**src/rtl/red_pitaya_sys_master_if.sv**
```systemverilog
// Command, response and system-bus signal bundle for red_pitaya_sys_master.
// Signal suffixes are from the initiator's point of view.
interface red_pitaya_sys_master_if #(
  parameter int unsigned AW = 32
);
  logic          cmd_valid_i;
  logic          cmd_ready_o;
  logic          cmd_we_i;
  logic [AW-1:0] cmd_addr_i;
  logic [31:0]   cmd_wdata_i;
  logic [3:0]    cmd_sel_i;

  logic          rsp_valid_o;
  logic          rsp_ready_i;
  logic [31:0]   rsp_rdata_o;
  logic          rsp_err_o;
  logic          rsp_timeout_o;

  logic [AW-1:0] sys_addr_o;
  logic [31:0]   sys_wdata_o;
  logic [3:0]    sys_sel_o;
  logic          sys_wen_o;
  logic          sys_ren_o;
  logic [31:0]   sys_rdata_i;
  logic          sys_err_i;
  logic          sys_ack_i;

  modport master (
    input  cmd_valid_i, cmd_we_i, cmd_addr_i, cmd_wdata_i, cmd_sel_i,
    input  rsp_ready_i,
    input  sys_rdata_i, sys_err_i, sys_ack_i,
    output cmd_ready_o,
    output rsp_valid_o, rsp_rdata_o, rsp_err_o, rsp_timeout_o,
    output sys_addr_o, sys_wdata_o, sys_sel_o, sys_wen_o, sys_ren_o
  );

  modport slave (
    output cmd_valid_i, cmd_we_i, cmd_addr_i, cmd_wdata_i, cmd_sel_i,
    output rsp_ready_i,
    output sys_rdata_i, sys_err_i, sys_ack_i,
    input  cmd_ready_o,
    input  rsp_valid_o, rsp_rdata_o, rsp_err_o, rsp_timeout_o,
    input  sys_addr_o, sys_wdata_o, sys_sel_o, sys_wen_o, sys_ren_o
  );
endinterface

```
**src/rtl/red_pitaya_sys_master.sv**
```systemverilog
// Single-outstanding system-bus initiator: one command in, one strobe out,
// wait for ack/err or timeout, one response back.
module red_pitaya_sys_master #(
  parameter int unsigned TIMEOUT_CYCLES = 16,
  parameter int unsigned AW             = 32
) (
  input  logic                    clk_i,
  input  logic                    rst_i,
  red_pitaya_sys_master_if.master bus
);

  typedef enum logic [1:0] {IDLE, REQ, WAIT, RESP} state_t;

  // Counter value in the last WAIT cycle before a timeout is declared.
  localparam logic [7:0] CNT_LAST = 8'(TIMEOUT_CYCLES - 1);

  state_t        state_q, state_d;
  logic [7:0]    cnt_q, cnt_d;
  logic          we_q, we_d;
  logic [AW-1:0] addr_q, addr_d;
  logic [31:0]   wdata_q, wdata_d;
  logic [3:0]    sel_q, sel_d;
  logic [31:0]   rdata_q, rdata_d;
  logic          err_q, err_d;
  logic          tmo_q, tmo_d;

  always_ff @(posedge clk_i) begin
    if (rst_i) begin
      state_q <= IDLE;
      cnt_q   <= '0;
      we_q    <= 1'b0;
      addr_q  <= '0;
      wdata_q <= '0;
      sel_q   <= '0;
      rdata_q <= '0;
      err_q   <= 1'b0;
      tmo_q   <= 1'b0;
    end else begin
      state_q <= state_d;
      cnt_q   <= cnt_d;
      we_q    <= we_d;
      addr_q  <= addr_d;
      wdata_q <= wdata_d;
      sel_q   <= sel_d;
      rdata_q <= rdata_d;
      err_q   <= err_d;
      tmo_q   <= tmo_d;
    end
  end

  always_comb begin
    state_d = state_q;
    cnt_d   = cnt_q;
    we_d    = we_q;
    addr_d  = addr_q;
    wdata_d = wdata_q;
    sel_d   = sel_q;
    rdata_d = rdata_q;
    err_d   = err_q;
    tmo_d   = tmo_q;

    unique case (state_q)
      IDLE: begin
        if (bus.cmd_valid_i) begin
          we_d    = bus.cmd_we_i;
          addr_d  = bus.cmd_addr_i;
          wdata_d = bus.cmd_wdata_i;
          sel_d   = bus.cmd_sel_i;
          cnt_d   = '0;
          state_d = REQ;
        end
      end
      REQ, WAIT: begin
        // Ack is checked before the timeout so a last-cycle ack still wins.
        if (bus.sys_ack_i) begin
          rdata_d = we_q ? '0 : bus.sys_rdata_i;
          err_d   = bus.sys_err_i;
          tmo_d   = 1'b0;
          state_d = RESP;
        end else if (state_q == WAIT && cnt_q == CNT_LAST) begin
          rdata_d = '0;
          err_d   = 1'b1;
          tmo_d   = 1'b1;
          state_d = RESP;
        end else begin
          cnt_d   = cnt_q + 8'd1;
          state_d = WAIT;
        end
      end
      RESP: begin
        if (bus.rsp_ready_i) begin
          state_d = IDLE;
        end
      end
      default: state_d = IDLE;
    endcase
  end

  assign bus.cmd_ready_o   = (state_q == IDLE);
  assign bus.sys_wen_o     = (state_q == REQ) &&  we_q;
  assign bus.sys_ren_o     = (state_q == REQ) && !we_q;
  assign bus.sys_addr_o    = addr_q;
  assign bus.sys_wdata_o   = wdata_q;
  assign bus.sys_sel_o     = sel_q;
  assign bus.rsp_valid_o   = (state_q == RESP);
  assign bus.rsp_rdata_o   = rdata_q;
  assign bus.rsp_err_o     = err_q;
  assign bus.rsp_timeout_o = tmo_q;

endmodule

```
**src/flat_wrapper.sv**
```systemverilog
// flat-port wrapper written by rule: the top's interface ports become plain ports
module red_pitaya_sys_master_flat 
#(
  parameter int unsigned TIMEOUT_CYCLES = 16,
  parameter int unsigned AW             = 32
)
  (clk_i, rst_i, bus_cmd_valid_i, bus_cmd_we_i, bus_cmd_addr_i, bus_cmd_wdata_i, bus_cmd_sel_i, bus_rsp_ready_i, bus_sys_rdata_i, bus_sys_err_i, bus_sys_ack_i, bus_cmd_ready_o, bus_rsp_valid_o, bus_rsp_rdata_o, bus_rsp_err_o, bus_rsp_timeout_o, bus_sys_addr_o, bus_sys_wdata_o, bus_sys_sel_o, bus_sys_wen_o, bus_sys_ren_o);
  red_pitaya_sys_master_if #(.AW(AW)) bus_i ();
  input  logic clk_i;
  input  logic rst_i;
  input wire logic [$bits(bus_i.cmd_valid_i)-1:0] bus_cmd_valid_i;
  input wire logic [$bits(bus_i.cmd_we_i)-1:0] bus_cmd_we_i;
  input wire logic [$bits(bus_i.cmd_addr_i)-1:0] bus_cmd_addr_i;
  input wire logic [$bits(bus_i.cmd_wdata_i)-1:0] bus_cmd_wdata_i;
  input wire logic [$bits(bus_i.cmd_sel_i)-1:0] bus_cmd_sel_i;
  input wire logic [$bits(bus_i.rsp_ready_i)-1:0] bus_rsp_ready_i;
  input wire logic [$bits(bus_i.sys_rdata_i)-1:0] bus_sys_rdata_i;
  input wire logic [$bits(bus_i.sys_err_i)-1:0] bus_sys_err_i;
  input wire logic [$bits(bus_i.sys_ack_i)-1:0] bus_sys_ack_i;
  output wire logic [$bits(bus_i.cmd_ready_o)-1:0] bus_cmd_ready_o;
  output wire logic [$bits(bus_i.rsp_valid_o)-1:0] bus_rsp_valid_o;
  output wire logic [$bits(bus_i.rsp_rdata_o)-1:0] bus_rsp_rdata_o;
  output wire logic [$bits(bus_i.rsp_err_o)-1:0] bus_rsp_err_o;
  output wire logic [$bits(bus_i.rsp_timeout_o)-1:0] bus_rsp_timeout_o;
  output wire logic [$bits(bus_i.sys_addr_o)-1:0] bus_sys_addr_o;
  output wire logic [$bits(bus_i.sys_wdata_o)-1:0] bus_sys_wdata_o;
  output wire logic [$bits(bus_i.sys_sel_o)-1:0] bus_sys_sel_o;
  output wire logic [$bits(bus_i.sys_wen_o)-1:0] bus_sys_wen_o;
  output wire logic [$bits(bus_i.sys_ren_o)-1:0] bus_sys_ren_o;
  assign bus_i.cmd_valid_i = bus_cmd_valid_i;
  assign bus_i.cmd_we_i = bus_cmd_we_i;
  assign bus_i.cmd_addr_i = bus_cmd_addr_i;
  assign bus_i.cmd_wdata_i = bus_cmd_wdata_i;
  assign bus_i.cmd_sel_i = bus_cmd_sel_i;
  assign bus_i.rsp_ready_i = bus_rsp_ready_i;
  assign bus_i.sys_rdata_i = bus_sys_rdata_i;
  assign bus_i.sys_err_i = bus_sys_err_i;
  assign bus_i.sys_ack_i = bus_sys_ack_i;
  assign bus_cmd_ready_o = bus_i.cmd_ready_o;
  assign bus_rsp_valid_o = bus_i.rsp_valid_o;
  assign bus_rsp_rdata_o = bus_i.rsp_rdata_o;
  assign bus_rsp_err_o = bus_i.rsp_err_o;
  assign bus_rsp_timeout_o = bus_i.rsp_timeout_o;
  assign bus_sys_addr_o = bus_i.sys_addr_o;
  assign bus_sys_wdata_o = bus_i.sys_wdata_o;
  assign bus_sys_sel_o = bus_i.sys_sel_o;
  assign bus_sys_wen_o = bus_i.sys_wen_o;
  assign bus_sys_ren_o = bus_i.sys_ren_o;
  red_pitaya_sys_master #(.TIMEOUT_CYCLES(TIMEOUT_CYCLES), .AW(AW)) u_core (.clk_i(clk_i), .rst_i(rst_i), .bus(bus_i));
endmodule
```
**config.mk**
```make
export PLATFORM = sky130hd
export DESIGN_NAME = red_pitaya_sys_master_flat
export DESIGN_NICKNAME = d
export VERILOG_FILES = /design/src/rtl/red_pitaya_sys_master_if.sv /design/src/rtl/red_pitaya_sys_master.sv /design/src/flat_wrapper.sv
export SDC_FILE = /design/constraint.sdc
export NUM_CORES = 1
export LEC_CHECK = 0
export ABC_CLOCK_PERIOD_IN_PS = 4850
export BUFFER_PORTS_ARGS = -buffer_cell sky130_fd_sc_hd__buf_2
export CORE_MARGIN = 10
export CORE_UTILIZATION = 48
export DETAILED_ROUTE_END_ITERATION = 10
export PLACE_DENSITY = 0.84
export SYNTH_ARGS = -nofsm -noshare
export SYNTH_HDL_FRONTEND = slang
export SYNTH_SLANG_ARGS = --single-unit
```
**constraint.sdc**
```tcl
create_clock -name clk_i -period 4.85 [get_ports clk_i]
set_input_delay 0.485 -clock clk_i [delete_from_list [all_inputs] [get_ports clk_i]]
set_output_delay 0.485 -clock clk_i [all_outputs]
set_load 0.02 [all_outputs]
```
; ---- After elaboration in Yosys (flattened, before gate mapping)
; Cells that the tools add are included.
[totals]
wordCells = 45
in_bits = 107
mem_bits_ro = 0
ram_bits = 0
out_inout_bits = 106
latch_bits = 0
reg_bits = 113
n_memories = 0
[op_classes]
multipliers = 0
n_eq_ne = 8
div_mod_pow = 0
shifts = 0
addsub = 1
bitwise_logic = 0
order_cmp = 0
n_reduce_logical = 12
n_mux = 15
[ops]
columns = cell, count
row1 = 32-bit 2-to-1 mux, 3
row2 = 8-bit 2-to-1 mux, 3
row3 = 8-bit case mux with 2 select lines, 1
row4 = "8-bit by 1-bit adder with 8-bit output, second input constant", 1
row5 = "8-bit by 4-bit == test with 1-bit output, second input constant", 1
row6 = "2-bit inequality test, second input constant", 4
row7 = 2-bit 2-to-1 mux, 3
row8 = 2-bit case mux with 3 select lines, 1
row9 = 2-bit AND reduction, 3
row10 = "2-bit == test, second input constant", 2
row11 = 1-bit 2-to-1 mux, 4
row12 = 4-bit AND reduction, 1
row13 = 2-bit nonzero test, 2
row14 = 1-bit logical AND, 3
row15 = "2-bit by 1-bit == test with 1-bit output, second input constant", 1
row16 = 2-bit zero test, 1
row17 = 2-bit OR reduction, 1
row18 = 1-bit zero test, 1

; ---- Depth between registers and ports, before layout
[depth]
ltp_word = 5
ltp_mapped = 8
depth_no_buf = 6

; ---- Least setup slack after synthesis
; Ideal clock, no wire load.
[synth_path]
path_type = reg2reg
start = register u_core.state_q[0]
end = register u_core.cnt_q[0]
stages_incl_launch_ff = 7
n_path_buf = 0
period_less_slack_ns = 1.830
slack_ns = 3.020
arrival_time_ns = 1.760
setup_ns = 0.070
required_ns = 4.780
path_cell_list = dfxtp_1 inv_1 ha_1 mux2i_1 nand2b_1 or4b_1 a21oi_1
[synth_via]
elab_cells_between_ends = 11
classes_between = eq/ne (5) / mux (1) / reduce/logical (5)
[synth_lines]
columns = item, line
row1 = "start, declared", red_pitaya_sys_master.sv:17  ; state_t state_q, state_d;
row2 = "start signal, assigned", red_pitaya_sys_master.sv:39  ; state_q <= state_d;
row3 = 2-bit zero test *, -
row4 = via bus_cmd_ready_o, flat_wrapper.sv:20  ; output wire logic [$bits(bus_i.cmd_ready_o)-1:0] bus_cmd_ready_o;
row5 = 2-bit inequality test (no line) or 2-bit nonzero test (tied branches), -
row6 = 4-bit AND reduction (no line), -
row7 = "end signal, assigned", red_pitaya_sys_master.sv:40  ; cnt_q <= cnt_d;
row8 = "end, declared", red_pitaya_sys_master.sv:18  ; logic [7:0] cnt_q, cnt_d;
; Mark *: on every way through the listed nets, which the timed path passes. The rest lies on a longest branch.
; A chain may end at the register's enable or synchronous reset.

; ---- Worst setup path in the final report
[layout_path]
start = register u_core.state_q[0]
end = register u_core.rdata_q[22] (netlist: u_core.bus.rsp_rdata_o[22])
[layout_via]
elab_chain_len = 4
elab_cells_between_ends = 6
classes_between = eq/ne (2) / reduce/logical (4)
[layout_rtl]
columns = item, line
row1 = 2-bit == test, "red_pitaya_sys_master.sv:62, red_pitaya_sys_master.sv:80"
row2 = 1-bit logical AND, red_pitaya_sys_master.sv:80  ; end else if (state_q == WAIT && cnt_q == CNT_LAST) begin
row3 = 2-bit nonzero test (no line), -
row4 = 2-bit AND reduction (no line) *, -
row5 = "end signal, assigned", red_pitaya_sys_master.sv:45  ; rdata_q <= rdata_d;
row6 = "end, declared", red_pitaya_sys_master.sv:23  ; logic [31:0] rdata_q, rdata_d;
; Mark *: on every way between the ends. The rest lies on a longest branch, timed or not.

==> impl_results.md <==
* Post-Synth XOR/XNOR Area at 0%
* Initial core utilization at 49.42%
* Synthesized area at 4081 sq um
* Final Power at 3668 uW
* Yosys reg bits at 113
* Placer Congestion at 0.8202
* Gr usage total at 19.47%
* Post-CTS setup buffer count at 0
* Wire per inst at 16.56 um
* Leakage at 0.002762 uW
* Clk Latency, worst-skew pair at 0.48 ns
* First-pass GRT wire length at 20.53 mm
* Final wirelength at 12.95 mm
* Register area at 2262 sq um
* Hold buffers post-CTS at 0
* Worst r2r src: u_core.state_q[0]
* Post-DP Area at 5162 sq um
* Fin Clk Skew at 0.005479 ns
* Post-synthesis mux area share at 0.4905%
* CTS tree: built
* Clock root cell: clkbuf_8
* Clk slew on worst S/H paths at 0.06 ns
* Largest net degree at the start of global routing at 84
* Sink Count at 113
* Pwr dens at 632.3 nW/um^2
* Fillers at 683
* RSZ-0062 raised after global routing: no
* Fin crit share at 57.48%
* IO Count at 213
* Share of layout cells above drive strength 1 at 37.81%
* Die area at 12590 sq um
* Via density at 5.199
* Post-DP HPWL at 9.526 mm
* Rel. slew slack at 17.36%
* Area delta synth->final at 42.12%
* Startpoint Class: flip-flop
* Vias in the first global route at 4049
* Synth Area in Compound Gates at 20.02%
* Post-route cell area at 5801 sq um
* Antenna Cells at 0
* Antenna viol nets, final at 0
* Hold Crit Start: bus_sys_rdata_i[9]
* H-tree depth at 4
* Status: finished, final reports clean
* Die W at 112.2 um
* Area of the multi-input gates at 1663 sq um
* Sequential share of the synthesized area at 55.43%
* Worst Setup SP: u_core.state_q[0]
* Critical path class: flip-flop to flip-flop
* IO Port Bufs at 212
* Initial antenna violation count at 0
* DRC at 0
* CTS Buf Count at 17
* Max Freq at 358.7 MHz
* Worst min path class: input port to flip-flop
* Pre-Repair DR Iteration Count at 4
* Synthesized area per cell at 8.815 sq um
* Row count at 33
* Setup-failing EPs final at 0
* # nets final at 776
* Largest family of logic cells by synthesized area: compound AO/OA/AOI/OAI gates
* Max-Cap Viols at 0
* Post-Synthesis Cells at 463
* Simple-gate share of the synthesized area at 18.30%
* Core Util, Final at 70.24%
* CP Capture Type: flip-flop
* Post-Synth Adder-Cell Area at 1.533%
* Grt ovf at 0
* Required @ worst endpoint at 5.26 ns
* Final-report max-slew violation count at 0
* Final Hold Viols at 0
* Worst EP arrival at 3.20 ns
* Hold WS at 0.2213 ns
* Iteration-0 DRC Markers at 257
* Setup TNS at 0 ns
* Yosys cell types at 34
* Post_cts resized at 0
* Overall die height at 112.2 um
* Crit-path max FO at 32
* Tmin final at 2.788 ns
* Synth Net Count at 575
* Vias after detailed routing at 4066
* Peak VDD IR at 0.3276 mV
* Core Region at 8258 sq um
* Synth warn at 0
* Clock tree buffer depth at 2
* Least-Margin Pin Slew at 1.236 ns
-- synthesized netlist by cell type --
cell       instances  area (sq um)
nor2_1             6         22.52
buf_6              3         33.78
nand4b_1           5         43.79
nor3b_1            1         7.510
or4_1              1         7.510
mux2i_1            2         20.02
buf_4              1         7.510
a2bb2oi_1          1         8.760
a211oi_2           3         37.54
nand2b_1           2         12.51
o21ai_1            4         20.02
o31ai_1            1         7.510
a21oi_1           77         385.4
a31oi_1            4         25.02
nor2b_1            2         12.51
o21ba_1            1         10.01
o21ai_0            1         5.000
inv_1              4         15.01
nand3_1            3         15.01
dfxtp_1          113          2262
a22o_1            32         280.3
o211ai_1           3         22.52
clkbuf_1          22         82.58
ha_1               5         62.56
and2_1             3         18.77
or4b_4             1         13.76
buf_2              3         15.01
buf_1              5         18.77
nor3_4             1         16.27
or4b_1             1         10.01
nand2_1          147         551.8
o21a_1             1         7.510
a21boi_0           1         7.510
nor3_1             3         15.01
-- placed cells by master (no fill, tap or decap), types with 2 or more instances in the layout --
cell	synthesis	routed
bufinv_16	0	5
a211oi_2	3	2
nor2_1	6	6
inv_1	4	4
a31oi_1	4	4
inv_6	0	2
nand2b_1	2	2
mux2i_1	2	2
clkinvlp_4	0	3
clkbuf_16	0	16
a21oi_1	77	77
buf_4	1	4
clkinv_2	0	4
nand2_1	147	146
nand4b_1	5	5
dfxtp_1	113	113
a22o_1	32	32
clkbuf_8	0	2
nor2b_1	2	2
buf_2	3	212
nand3_1	3	3
ha_1	5	5
o211ai_1	3	3
and2_1	3	2
nor3_1	3	2
o21ai_1	4	4
-- per-stage QoR --
stage	setup slack, ns	cells
after floorplan	3.020	463
after global placement	2.278	750
after detailed placement	2.143	750
after CTS	2.085	782
after global routing	1.838	782
final	2.062	782
-- final cells by class --
| type | instances | area share [%] |
|---|---|---|
| inverter | 4 | 0.2588 |
| clock inverter | 14 | 3.624 |
| timing repair buffer | 216 | 18.81 |
| tap | 105 | 2.265 |
| sequential | 113 | 39.00 |
| clock buffer | 18 | 7.377 |
| multi-input combinational | 312 | 28.67 |
-- worst max-delay path: stages (launching register included) --
cell      delay, ns
dfxtp_1        0.38
inv_1          0.08
ha_1           0.59
nand2b_1       0.30
nor3_4         0.12
a211oi_4       0.96
a22o_1         0.28
-- path summary, 6_finish.rpt --
kind | slack [ns] | cells after the start | end
setup / recovery | 2.06 | 6 | u_core.bus.rsp_rdata_o[22]
setup reg to reg | 2.06 | 6 | u_core.bus.rsp_rdata_o[22]
hold / removal | 0.22 | 2 | u_core.bus.rsp_rdata_o[9]
hold reg to reg | 0.45 | 2 | u_core.bus.sys_wdata_o[14]
-- cells by family after synthesis --
| logic type | count (synthesis) |
|---|---|
| AO/OA/AOI/OAI | 129 |
| adder cells (fa/ha/maj) | 5 |
| buffers and inverters | 38 |
| flip-flops | 113 |
| multiplexers | 2 |
| AND/OR/NAND/NOR | 176 |
-- flip-flops by register name, summed over array words and instances (netlist names) --
| name | cells |
|---|---|
| u_core.we_q | 1 |
| u_core.bus.sys_addr_o | 32 |
| u_core.bus.rsp_err_o | 1 |
| u_core.bus.sys_sel_o | 4 |
| u_core.bus.rsp_rdata_o | 32 |
| u_core.bus.rsp_timeout_o | 1 |
| u_core.cnt_q | 8 |
| u_core.state_q | 2 |
| u_core.bus.sys_wdata_o | 32 |
-- power by group --
group / switching, uW / internal, uW / leakage [uW]
combinational: 753 / 366 / 0.00153
sequential: 106 / 1120 / 0.000923
clock: 426 / 899 / 0.000307
-- metal layers --
layer	track usage, %	routed length [um]
met2	32.10	6153
met4	4.399	75
met3	9.904	1516
met1	22.06	5203
met5	0	0
Power figures use the tool's default switching activity.
